`src/rtl/rv32i_io_bridge.sv`:
```
// rv32i_io_bridge
//   Bridges the RV32I core's external memory port to a valid/ready peripheral
//   bus. Every load/store whose address is outside core-local memory is run as
//   a single bus transaction while the core is held with o_stall. Load data is
//   returned lane-aligned and sign/zero-extended. Store data is lane-replicated
//   and given byte enables.
//
// Ports
//   CLK, RST_X           clock, asynchronous active-low reset
//   i_req                core access type (0=RD, 1=WR, 2=IF, 3=none)
//   i_addr, i_wdata      core data address and raw store data (rs2)
//   i_mmuwe              core external-write strobe
//   i_ctrl               funct3 size/sign code
//   o_stall              hold request to the core
//   o_rdata              formatted load data (changes only on completion)
//   o_bus_*              peripheral request: valid, we, word address, be, wdata
//   i_bus_ready          peripheral accept/complete
//   i_bus_rdata          peripheral read word, valid with ready
//   o_err, i_err_clr     sticky error flag (timeout or misaligned) and its clear
module rv32i_io_bridge #(
    parameter logic [3:0]  LOCAL_TADDR = 4'h1,
    parameter int unsigned TMO_BITS    = 8
) (
    input  logic        CLK,
    input  logic        RST_X,
    input  logic [1:0]  i_req,
    input  logic [31:0] i_addr,
    input  logic [31:0] i_wdata,
    input  logic        i_mmuwe,
    input  logic [2:0]  i_ctrl,
    output logic        o_stall,
    output logic [31:0] o_rdata,
    output logic        o_bus_valid,
    output logic        o_bus_we,
    output logic [31:0] o_bus_addr,
    output logic [3:0]  o_bus_be,
    output logic [31:0] o_bus_wdata,
    input  logic        i_bus_ready,
    input  logic [31:0] i_bus_rdata,
    output logic        o_err,
    input  logic        i_err_clr
);

    typedef enum logic [1:0] {
        IDLE = 2'd0,
        BUSY = 2'd1,
        DONE = 2'd2
    } state_t;

    state_t              state;
    state_t              state_nx;
    logic [TMO_BITS-1:0] cnt;
    logic [TMO_BITS-1:0] cnt_inc;
    logic [1:0]          off_q;
    logic [2:0]          ctrl_q;

    logic        ext_rd;
    logic        ext_wr;
    logic        access;
    logic        misaligned;
    logic        timeout;
    logic        err_set;
    logic [3:0]  wr_be;
    logic [31:0] wr_data;
    logic [31:0] rd_shift;
    logic [31:0] rd_fmt;

    assign ext_rd  = (i_req == 2'd0) && (i_addr[31:28] != LOCAL_TADDR);
    assign ext_wr  = i_mmuwe;
    assign access  = ext_rd || ext_wr;

    // Half needs addr[0]==0; anything that is not byte or half is a word.
    always_comb begin
        misaligned = 1'b0;
        case (i_ctrl[1:0])
            2'b00:   misaligned = 1'b0;
            2'b01:   misaligned = i_addr[0];
            default: misaligned = (i_addr[1:0] != 2'b00);
        endcase
    end

    // The increment that would land on the all-ones value is the last BUSY cycle.
    assign cnt_inc = cnt + 1'b1;
    assign timeout = &cnt_inc;

    // Combinational so the core holds in EX on the very first cycle.
    assign o_stall = ((state == IDLE) && access) || (state == BUSY);

    assign err_set = ((state == IDLE) && access && misaligned) ||
                     ((state == BUSY) && !i_bus_ready && timeout);

    always_comb begin
        wr_be   = 4'hF;
        wr_data = i_wdata;
        case (i_ctrl[1:0])
            2'b00: begin
                wr_be   = 4'b0001 << i_addr[1:0];
                wr_data = {4{i_wdata[7:0]}};
            end
            2'b01: begin
                wr_be   = 4'b0011 << {i_addr[1], 1'b0};
                wr_data = {2{i_wdata[15:0]}};
            end
            default: begin
                wr_be   = 4'hF;
                wr_data = i_wdata;
            end
        endcase
    end

    assign rd_shift = i_bus_rdata >> {off_q, 3'b000};

    always_comb begin
        rd_fmt = rd_shift;
        case (ctrl_q)
            3'b000:  rd_fmt = {{24{rd_shift[7]}}, rd_shift[7:0]};
            3'b100:  rd_fmt = {24'h0, rd_shift[7:0]};
            3'b001:  rd_fmt = {{16{rd_shift[15]}}, rd_shift[15:0]};
            3'b101:  rd_fmt = {16'h0, rd_shift[15:0]};
            default: rd_fmt = rd_shift;
        endcase
    end

    always_ff @(posedge CLK or negedge RST_X) begin
        if (!RST_X) begin
            state <= IDLE;
        end else begin
            state <= state_nx;
        end
    end

    always_comb begin
        state_nx = state;
        case (state)
            IDLE: begin
                if (access) begin
                    state_nx = misaligned ? DONE : BUSY;
                end
            end
            BUSY: begin
                if (i_bus_ready || timeout) begin
                    state_nx = DONE;
                end
            end
            DONE:    state_nx = IDLE;
            default: state_nx = IDLE;
        endcase
    end

    always_ff @(posedge CLK or negedge RST_X) begin
        if (!RST_X) begin
            o_bus_valid <= 1'b0;
            o_bus_we    <= 1'b0;
            o_bus_addr  <= '0;
            o_bus_be    <= '0;
            o_bus_wdata <= '0;
            o_rdata     <= '0;
            cnt         <= '0;
            off_q       <= '0;
            ctrl_q      <= '0;
        end else begin
            case (state)
                IDLE: begin
                    cnt <= '0;
                    if (access) begin
                        if (misaligned) begin
                            o_rdata <= '0;
                        end else begin
                            o_bus_valid <= 1'b1;
                            o_bus_we    <= ext_wr;
                            o_bus_addr  <= {i_addr[31:2], 2'b00};
                            o_bus_be    <= ext_wr ? wr_be : 4'hF;
                            o_bus_wdata <= wr_data;
                            off_q       <= i_addr[1:0];
                            ctrl_q      <= i_ctrl;
                        end
                    end
                end
                BUSY: begin
                    cnt <= cnt_inc;
                    // Ready on the limit cycle is still a normal completion.
                    if (i_bus_ready) begin
                        o_bus_valid <= 1'b0;
                        if (!o_bus_we) begin
                            o_rdata <= rd_fmt;
                        end
                    end else if (timeout) begin
                        o_bus_valid <= 1'b0;
                        o_rdata     <= 32'hFFFF_FFFF;
                    end
                end
                DONE: begin
                    cnt <= '0;
                end
                default: begin
                    cnt <= '0;
                end
            endcase
        end
    end

    // Set beats clear when both happen in the same cycle.
    always_ff @(posedge CLK or negedge RST_X) begin
        if (!RST_X) begin
            o_err <= 1'b0;
        end else if (err_set) begin
            o_err <= 1'b1;
        end else if (i_err_clr) begin
            o_err <= 1'b0;
        end
    end

endmodule

```
`config.mk`:
```
export PLATFORM = sky130hd
export DESIGN_NAME = rv32i_io_bridge
export DESIGN_NICKNAME = d
export VERILOG_FILES = /design/src/rtl/rv32i_io_bridge.sv
export SDC_FILE = /design/constraint.sdc
export NUM_CORES = 1
export LEC_CHECK = 0
export CAP_MARGIN = 25
export CORE_MARGIN = 2
export CORE_UTILIZATION = 42
export DETAILED_ROUTE_END_ITERATION = 7
export PLACE_DENSITY = 0.74
export SKIP_LAST_GASP = 1
export SYNTH_ARGS = -nofsm -noshare
export SYNTH_HDL_FRONTEND = slang
export SYNTH_SLANG_ARGS = --single-unit
```
`constraint.sdc`:
```
create_clock -name CLK -period 2.1 [get_ports CLK]
set_clock_uncertainty 0.15 [all_clocks]
set_input_delay 0.42 -clock CLK [delete_from_list [all_inputs] [get_ports CLK]]
set_output_delay 0.42 -clock CLK [all_outputs]
set_load 0.05 [all_outputs]
```
==> reports/qor.txt, run 1 <==
status: complete, but fails checks
failing checks: setup timing
Crit Path Category: flip-flop to flip-flop
Buffers on Ports: 207
Period minus WS final: 2.20 ns
Pre-Repair DR Iteration Count: 4
fmax: 454 MHz
Via Count: 5686
CTS tree: built
maxcap violations: 0
CTS root buffer: clkbuf_16
Detail Route Antenna Nets: 0
setup ws final: -0.102 ns
hold_sp: i_addr[30]
Slew @ Worst Pin: 1.06 ns
share of layout cells above drive strength 1: 23.2%
largest net degree at the start of global routing: 116
CP endpoint kind: flip-flop
Final setup viols: 32
Initial Util: 42.5%
Hold/Removal Path Class: input pin to flip-flop
synthesis-to-layout area growth: 51.2%
cell count after synthesis: 644
R2R cell count: 7
cts bufs inserted: 17
Clock Sinks: 116
Congestion Overflow GR: 0
post-synthesis register bit count: 116
hpwl dp: 13.3 mm
CTS Buffer Depth: 2
Seq/Total Area, Yosys: 47.3%
Post-Layout Inst Area: 9280 sq um
1st-iter DRT viols: 248
Crit Reg-Reg Startpoint: cnt[0]
YS warnings: 0
Distinct cells, synth: 51
Min-Delay Path Depth: 3
RSZ-0062 raised after global routing: true
# DRC: 0
Layout Nets: 984
final period utilization: 105%
die height: 125 um
worst endpoint required time: 2.22 ns
Clk Latency, worst-skew pair: 0.41 ns
Final Util: 64.3%
Slew Limit Fails: 0
Worst Setup SP: cnt[0]
Slew HR: 29.4%
placed cell areas: 8590 sq um
VDD IR max: 0.924 mV
Routed wire per std cell: 17.5 um
Core ar.: 14400 sq um
final number of hold-violating endpoints: 0
leakage dissipation: 0.00441 uW
CP Max Fanout: 16
CP startpoint kind: flip-flop
Mean Syn Cell Area: 9.53 sq um
first-pass GRT wire length: 30.5 mm
clk slew on worst S/H paths: 0.05 ns
CP arrival: 2.32 ns
CTS H-tree lvls: 4
worst hold endpoint: o_bus_addr[30]
Inserted Diodes: 0
vias in the first global route: 6025
R2R setup slack: -0.10 ns
final wirelength: 18.7 mm
Worst R2R End: o_rdata[21]
Pwr per Cell Area: 1530 nW/um^2
Vias/cell: 5.30
Netlist Area Pre-Place: 6140 sq um
IO Pins: 210
row count: 44
initial antenna violation count: 0
RePlAce Congestion: 0.833
Die Area: 15600 sq um
Die Span X: 125 um
GR Util All Layers: 24.3%
==> sequential cells by signal, summed over array words and instances, names as in the netlist <==
register     cells
o_bus_we         1
cnt              8
off_q            2
o_rdata         32
o_bus_be         4
o_err            1
o_bus_valid      1
ctrl_q           3
o_bus_addr      30
state            2
o_bus_wdata     32
==> power by group <==
| part | switching (uW) | total, uW | internal, uW | leakage (uW) |
|---|---|---|---|---|
| Sequential | 547 | 3650 | 3110 | 0.00148 |
| Combinational | 5080 | 7450 | 2370 | 0.00263 |
| Clock | 1050 | 3060 | 2010 | 0.000303 |
==> layer usage <==
metal  vias up  part of all wire, %  track usage [%]
met2       226                   49             40.4
met3        39                  8.6             9.45
li1       2672                    -                -
met5         -                    0                0
met4         0                  2.9             10.1
met1      2749                   39             28.2
==> worst max path at each step <==
| stage | to | cells after the start |
|---|---|---|
| detailed placement | o_rdata[26] | 6 |
| CTS | o_rdata[21] | 7 |
| global placement | o_rdata[20] | 7 |
| floorplan | o_rdata[19] | 9 |
| global route | o_rdata[21] | 7 |
| finish | o_rdata[21] | 7 |
==> through the flow <==
| stage | setup slack, ns | std cells | total power (uW) | hold WS, ns | TNS (ns) |
|---|---|---|---|---|---|
| 2_1_floorplan | -0.0550 | 645 | 8630 | -0.0256 | -1.52 |
| 3_3_place_gp | -0.483 | 1035 | 11200 | 0.0610 | -35.76 |
| 3_5_place_dp | -0.609 | 1035 | 11400 | 0.0639 | -39.24 |
| 4_1_cts | -0.117 | 1070 | 14200 | 0.165 | -3.21 |
| 5_1_grt | -0.173 | 1073 | 14900 | 0.118 | -4.56 |
| 6_report | -0.102 | 1073 | 14200 | 0.116 | -2.32 |
==> cells in the final DEF (no fill, tap or decap), types with 2 or more instances in the layout <==
cell / count
nand2_1: 173
dfrtp_1: 115
clkdlybuf4s50_1: 98
buf_4: 96
dlygate4sd2_1: 52
o21ai_0: 38
inv_1: 36
mux2i_1: 33
nor2_1: 32
o32ai_2: 31
a21oi_1: 19
clkbuf_16: 19
a221oi_1: 16
nor2b_1: 14
buf_12: 11
mux2_2: 9
a211oi_1: 7
o31ai_1: 7
nand2b_1: 5
xor2_1: 5
nand3_1: 5
clkinv_2: 4
bufinv_16: 4
nor2_2: 2
nand4_1: 2
a21oi_2: 2
a2bb2oi_2: 2
nand3b_1: 2
a21boi_0: 2
and3b_1: 2
o21a_1: 2
conb_1: 2
clkinvlp_4: 2
clkinv_4: 2
clkbuf_2: 2
==> timing repair <==
item                                    CTS  global route
pin swaps                                 6             8
endpoints found under the hold margin    31             0
endpoints found under the setup margin   83            36
resized for setup                        61            12
buffers inserted                          1             2
gates cloned                              1             1
hold buffers                              1             0
==> cell usage after synthesis (all sizes together) <==
cell type / count / area share [%]
a211oi: 7 / 0.86
a21boi: 2 / 0.24
a21o: 1 / 0.12
a21oi: 21 / 1.7
a221oi: 17 / 2.7
a2bb2oi: 2 / 0.29
a31oi: 2 / 0.31
and3b: 3 / 0.43
and4: 2 / 0.33
buf: 32 / 3.6
clkbuf: 20 / 1.2
clkinv: 1 / 0.061
conb: 1 / 0.061
dfrtp: 116 / 47
ha: 2 / 0.41
inv: 36 / 2.2
mux2: 10 / 1.9
mux2i: 34 / 5.6
nand2: 173 / 11
nand2b: 6 / 0.61
nand3: 6 / 0.49
nand3b: 2 / 0.24
nand4: 2 / 0.20
nor2: 34 / 2.1
nor2b: 15 / 1.5
nor3: 1 / 0.081
nor3b: 1 / 0.12
nor4b: 1 / 0.24
o211ai: 1 / 0.12
o21a: 2 / 0.24
o21ai: 41 / 3.4
o22a: 1 / 0.14
o31ai: 9 / 1.2
o32ai: 32 / 8.2
o41ai: 1 / 0.14
or2: 1 / 0.10
xnor2: 1 / 0.14
xor2: 5 / 0.71
==> cell families (layout without fill, tap and decap cells) <==
kind of cell / after synthesis / count (layout) / synth area share [%]
buffers and inverters: 89 / 333 / 7.10
and+or+nand+nor: 247 / 247 / 17.0
adders and majority gates: 2 / 2 / 0.408
xor gates and xnor gates: 6 / 6 / 0.856
other: 1 / 2 / 0.0611
muxes: 44 / 44 / 7.50
DFF: 116 / 116 / 47.3
AOI/OAI and AO/OA: 139 / 139 / 19.7
==> layout make-up <==
class	instances	area, sq um
Multi-Input combinational cell	440	2910
Clock buffer	19	443
Tap cell	184	230
Clock inverter	13	181
Fill cell	1177	5150
Sequential cell	116	2900
Timing Repair Buffer	264	2470
Inverter	37	139
==> worst max-delay path: stages (launching register included) <==
cell and delay (ns):
dfrtp_1 0.42, buf_4 0.18, a21oi_2 0.13, o211ai_1 0.15, a221oi_4 0.38, and3b_2 0.34
buf_12 0.19, o32ai_2 0.11
Note: power is estimated with default switching activity, not from simulation.
==> run 2, diff against run 1 <==
--- a/config.mk
+++ b/config.mk
@@ -10,2 +10,3 @@
 export CORE_UTILIZATION = 42
+export CTS_CLUSTER_SIZE = 8
 export DETAILED_ROUTE_END_ITERATION = 7
==> constraint.sdc (replaced) <==
create_clock -name CLK -period 2.1 [get_ports CLK]
set_clock_uncertainty 0.15 [all_clocks]
set_input_delay 0.525 -clock CLK [delete_from_list [all_inputs] [get_ports CLK]]
set_output_delay 0.525 -clock CLK [all_outputs]
set_load 0.05 [all_outputs]
==> run 2 against run 1 <==
Effect of this change:
- the flow still finishes with violations (setup timing)
- clock power about the same
- non-clock buffer count increased by 17
- sequential power increased by 2%
- wire length increased by 9.0%
- count of clock-buffer cells in the layout increased by 2
- die area unchanged
- fmax decreased by 0.22%
- register-to-register slack about the same
- critical path type is now input pin to flip-flop
- critical endpoint is now o_rdata[28]
- largest power group unchanged
==> reports/qor.txt, run 2 (synthesized netlist as in run 1, its figures left out) <==
status: complete, but fails checks
failing checks: setup timing
final number of hold-violating endpoints: 0
Layout Nets: 1005
CP endpoint kind: flip-flop
CP max-delay cell: clkdlybuf4s50_1
synthesis-to-layout area growth: 55.5%
worst path bufs/invs: 2
initial antenna violation count: 1
commonest non-fill, non-tap cells in the layout: nand2_1 (171), buf_4 (160), dfrtp_1 (115), clkdlybuf4s50_1 (96), inv_1 (36)
worst endpoint required time: 2.23 ns
Fin Setup TNS: -2.38 ns
internal power: 7900 uW
Die Span X: 125 um
largest registers: o_bus_wdata: 32 flops, o_rdata: 32 flops, o_bus_addr: 30 flops
final period utilization: 105%
largest net degree at the start of global routing: 52
cts bufs inserted: 17
Via Count: 5908
CP startpoint kind: input pin
commonest non-fill, non-tap cell in the layout: nand2_1
Vias/cell: 5.40
GR Util All Layers: 26.5%
Detail Route Antenna Nets: 0
sw frac: 46.7%
critical path's largest stage delay: 0.51 ns
# DRC: 0
CP arrival: 2.33 ns
Clk Latency, worst-skew pair: 0.42 ns
maxcap violations: 0
hpwl dp: 13.4 mm
1st-iter DRT viols: 507
Comb pwr share: 54.3%
CTS Buffer Depth: 2
Routed wire per std cell: 18.7 um
Final setup viols: 35
Slew HR: 53.8%
Period minus WS final: 2.21 ns
Crit Path Category: input pin to flip-flop
final wirelength: 20.4 mm
Hold/Removal Path Class: input pin to flip-flop
Core ar.: 14400 sq um
clk slew on worst S/H paths: 0.05 ns
row count: 44
Pre-Repair DR Iteration Count: 5
leakage dissipation: 0.00447 uW
RePlAce Congestion: 0.895
Congestion Overflow GR: 0
critical path cell sequence: clkdlybuf4s50_1 > mux2i_4 > a2bb2oi_4 > mux2i_4 > buf_4 > a221oi_4 > o32ai_4
VDD IR max: 1.00 mV
die height: 125 um
first-pass GRT wire length: 32.7 mm
Switch Pwr: 6920 uW
CP Max Fanout: 6
cell repeated most along the worst path: mux2i_4
Final Util: 66.2%
setup ws final: -0.107 ns
fmax: 453 MHz
RSZ-0062 raised after global routing: true
Clk pwr share: 20.5%
share of layout cells above drive strength 1: 31.9%
CTS root buffer: clkbuf_16
CTS tree: built
Slew @ Worst Pin: 0.689 ns
Pwr per Cell Area: 1550 nW/um^2
Worst path top cell family by delay: compound AO/OA/AOI/OAI gates
Slew Limit Fails: 0
IO Pins: 210
Power Total: 14800 uW
Seq pwr share: 25.2%
CTS H-tree lvls: 4
vias in the first global route: 6237
Initial Util: 42.5%
Buffers on Ports: 207
Clock Sinks: 116
Die Area: 15600 sq um
run 2: cell count changes in the layout (fill, tap and decap cells not counted), moves of 3 or more:
cell           before  now
buf_4              96  160
dlygate4sd2_1      52    4
buf_6               0    7
a221oi_1           16   11
a221oi_2            0    3
o21ai_0            38   35
o32ai_4             0    3
run 2: power groups by stage:
stage	registers (uW)	clock network, uW	logic [uW]
final	3730	3040	8050
after CTS	3720	3080	7870
after global routing	3840	3190	8460
after global placement	3660	0	7440
after floorplan	6450	0	2180
after detailed placement	3700	0	7560
run 2: path summary, 6_finish.rpt:
check | from | endpoint | cells after the start | slack, ns
max | i_bus_rdata[31] | o_rdata[28] | 7 | -0.11
min | i_addr[29] | o_bus_addr[29] | 3 | 0.16
max reg2reg | cnt[0] | o_rdata[21] | 7 | -0.10
min reg2reg | o_bus_addr[15] | o_bus_addr[15] | 2 | 0.33
max in group asynchronous | RST_X | cnt[1] | 3 | 0.85
min in group asynchronous | RST_X | o_bus_addr[8] | 2 | 0.37
run 2: routing by layer:
metal / GRT usage, % / part of all wire (%) / vias to the layer above
met4: 12.2 / 3.6 / 0
met2: 44.4 / 50 / 286
li1: - / - / 2707
met1: 31.8 / 39 / 2848
met5: 0 / 0 / -
met3: 7.52 / 7.3 / 67
run 2: worst min-delay path, stage by stage:
cell and delay, ns:
buf_6 0.08, nand2_1 0.04, nand2_1 0.05
run 2: layout make-up:
class	instances	area, sq um
clock inverters	10	155
flip-flops and latches	116	2900
repair buffers	281	2510
multi-input cells	444	3150
inverters	37	139
diodes	1	2.50
well taps	184	230
clock buffers	21	460
fillers	1095	4880
run 2: metrics by stage:
step / cell area, sq um / setup WS (ns) / hold slack (ns) / std cells
6_report: 9540 / -0.107 / 0.161 / 1094
5_1_grt: 9540 / -0.153 / 0.159 / 1094
4_1_cts: 9510 / -0.148 / 0.151 / 1095
3_5_place_dp: 8530 / -0.854 / 0.270 / 1048
3_3_place_gp: 8530 / -0.793 / 0.263 / 1048
2_1_floorplan: 6180 / -0.0550 / 0.0794 / 645
run 2: repair_timing:
item	4_1_cts	5_1_grt
buffers inserted	9	1
pin swaps	8	15
endpoints found under the hold margin	16	0
endpoints found under the setup margin	106	44
hold buffers	1	0
resized for setup	62	16
cloned	6	1
==> run 3, diff against run 2 <==
- REMOVE_ABC_BUFFERS: not set -> 1
==> run 3 against run 2 <==
Effect of this change:
- the run still ends with setup timing left
- largest cell class unchanged
- first-iteration DRC count shrank 23%
- hold slack gained 0.018 ns
- critical path depth grew 1
- worst setup slack gained 0.050 ns
- clock power grew 5%
- fmax grew 2.3%
- sequential share of layout area shrank 0.27 points
- die area is the same
- largest power group unchanged
==> reports/qor.txt, run 3 (synthesized netlist as in run 1, its figures left out) <==
CTS Buffer Depth: 2
setup ws final: -0.0572 ns
Slew Limit Fails: 0
Core ar.: 14400 sq um
CP startpoint kind: flip-flop
CTS tree: built
status: complete, but fails checks
CTS H-tree lvls: 4
Highest Signal Layer: met4
RePlAce Congestion: 0.884
Storage cell area: 2910 sq um
Layout Nets: 996
commonest non-fill, non-tap cells in the layout: nand2_1 (172), buf_4 (150), dfrtp_1 (113), clkdlybuf4s50_1 (95), o21ai_0 (37)
leakage dissipation: 0.00449 uW
Die Area: 15600 sq um
Vias/cell: 5.30
fmax: 464 MHz
Slew @ Worst Pin: 1.11 ns
Initial Util: 42.5%
worst endpoint required time: 2.22 ns
Clk Latency, worst-skew pair: 0.42 ns
failing checks: setup timing
largest registers: o_bus_wdata: 32 flops, o_rdata: 32 flops, o_bus_addr: 30 flops
Die Span X: 125 um
met2 wire length: 9.27 mm
initial antenna violation count: 0
Hold/Removal Path Class: input pin to flip-flop
Slew HR: 26.2%
IO Pins: 210
cts bufs inserted: 17
Congestion Overflow GR: 0
# DRC: 0
Fillers: 1103
maxcap violations: 0
Worst path top cell family by delay: compound AO/OA/AOI/OAI gates
row count: 44
CP endpoint kind: flip-flop
critical path's largest stage delay: 0.42 ns
GR Util All Layers: 25.0%
Final setup viols: 28
Inserted Diodes: 0
Via Count: 5735
vias in the first global route: 6080
Crit Path Category: flip-flop to flip-flop
Final Util: 66.8%
worst path bufs/invs: 2
RSZ-0062 raised after global routing: true
CP arrival: 2.28 ns
Period minus WS final: 2.16 ns
VDD IR max: 0.987 mV
Pre-Repair DR Iteration Count: 4
Buffers on Ports: 207
critical path cell sequence: ha_4 > a21oi_2 > o211ai_1 > a221oi_4 > and3b_2 > buf_6 > buf_12 > o32ai_2
final number of hold-violating endpoints: 0
commonest non-fill, non-tap cell in the layout: nand2_1
synthesis-to-layout area growth: 57.0%
CTS root buffer: clkbuf_16
CP max-delay cell: dfrtp_1
dpl cells: 1042
share of layout cells above drive strength 1: 32.5%
1st-iter DRT viols: 388
Clock Sinks: 116
Pwr per Cell Area: 1550 nW/um^2
Detail Route met3 WL: 1.86 mm
Detail Route Antenna Nets: 0
final period utilization: 103%
CP Max Fanout: 8
first-pass GRT wire length: 31.2 mm
die height: 125 um
clk slew on worst S/H paths: 0.06 ns
Routed wire per std cell: 18.0 um
area of the multi-input gates: 3140 sq um
hpwl dp: 13.4 mm
largest net degree at the start of global routing: 50
Post-Route M1 WL: 7.91 mm
final wirelength: 19.5 mm
final non-filler cell total: 1083
## run 3: cell types whose count changed in the layout (fill, tap and decap cells not counted), moves of 3 or more
cell	change
buf_4	-10
a221oi_1	-8
a221oi_2	+8
o32ai_2	-6
o32ai_4	+6
buf_12	+4
buf_16	+3
dlygate4sd2_1	-3
## run 3: worst paths after layout
kind	end	cells past startpoint	from	slack, ns
setup / recovery	o_rdata[28]	8	cnt[0]	-0.06
hold / removal	o_bus_addr[30]	3	i_addr[30]	0.18
setup reg to reg	o_rdata[28]	8	cnt[0]	-0.06
hold reg to reg	o_bus_addr[30]	2	o_bus_addr[30]	0.32
max in group asynchronous	off_q[1]	3	RST_X	0.73
min in group asynchronous	o_rdata[5]	2	RST_X	0.46
## run 3: report_power, final
part	leakage (uW)	total, uW	internal [uW]	switching [uW]
logic	0.00270	8060	2750	5310
clock network	0.000321	3190	2180	1010
registers	0.00147	3710	3110	595
total	0.00449	15000	8040	6920
## run 3: cell type report
class                           instances  share of cell area (%)
Multi-Input combinational cell        440                    32.6
Sequential cell                       116                    30.2
Timing Repair Buffer                  276                    26.7
Clock buffer                           20                    4.84
Tap cell                              184                    2.39
Clock inverter                         10                    1.86
Inverter                               37                    1.44
## run 3: per-layer routing
metal / up-vias / track usage, %
li1: 2691 / -
met1: 2740 / 30.1
met2: 273 / 40.6
met3: 31 / 9.06
met4: 0 / 10.3
met5: - / 0
## run 3: timing repair
| item | in CTS | in global routing |
|---|---|---|
| hold buffers | 1 | 0 |
| buffers inserted | 4 | 4 |
| setup endpoints to repair | 97 | 72 |
| pin swaps | 13 | 22 |
| hold endpoints to repair | 27 | 0 |
| resized for setup | 48 | 39 |
| gates cloned | 3 | 0 |
## run 3: worst min-delay path: stages
cell	delay, ns
buf_6	0.08
nand2_1	0.05
nand2_1	0.05
## run 3: per-stage QoR
| stage | setup WS (ns) | setup TNS (ns) | hold WS [ns] | total power [uW] | cell area, sq um |
|---|---|---|---|---|---|
| final | -0.0572 | -0.687 | 0.180 | 15000 | 9640 |
| after global routing | -0.100 | -2.21 | 0.180 | 15700 | 9640 |
| after CTS | -0.0818 | -0.269 | 0.154 | 14600 | 9370 |
| after detailed placement | -0.708 | -56.87 | 0.313 | 11200 | 8480 |
| after global placement | -0.638 | -50.40 | 0.310 | 11100 | 8480 |
| after floorplan | -1.57 | -123.81 | 0.0794 | 8470 | 5840 |
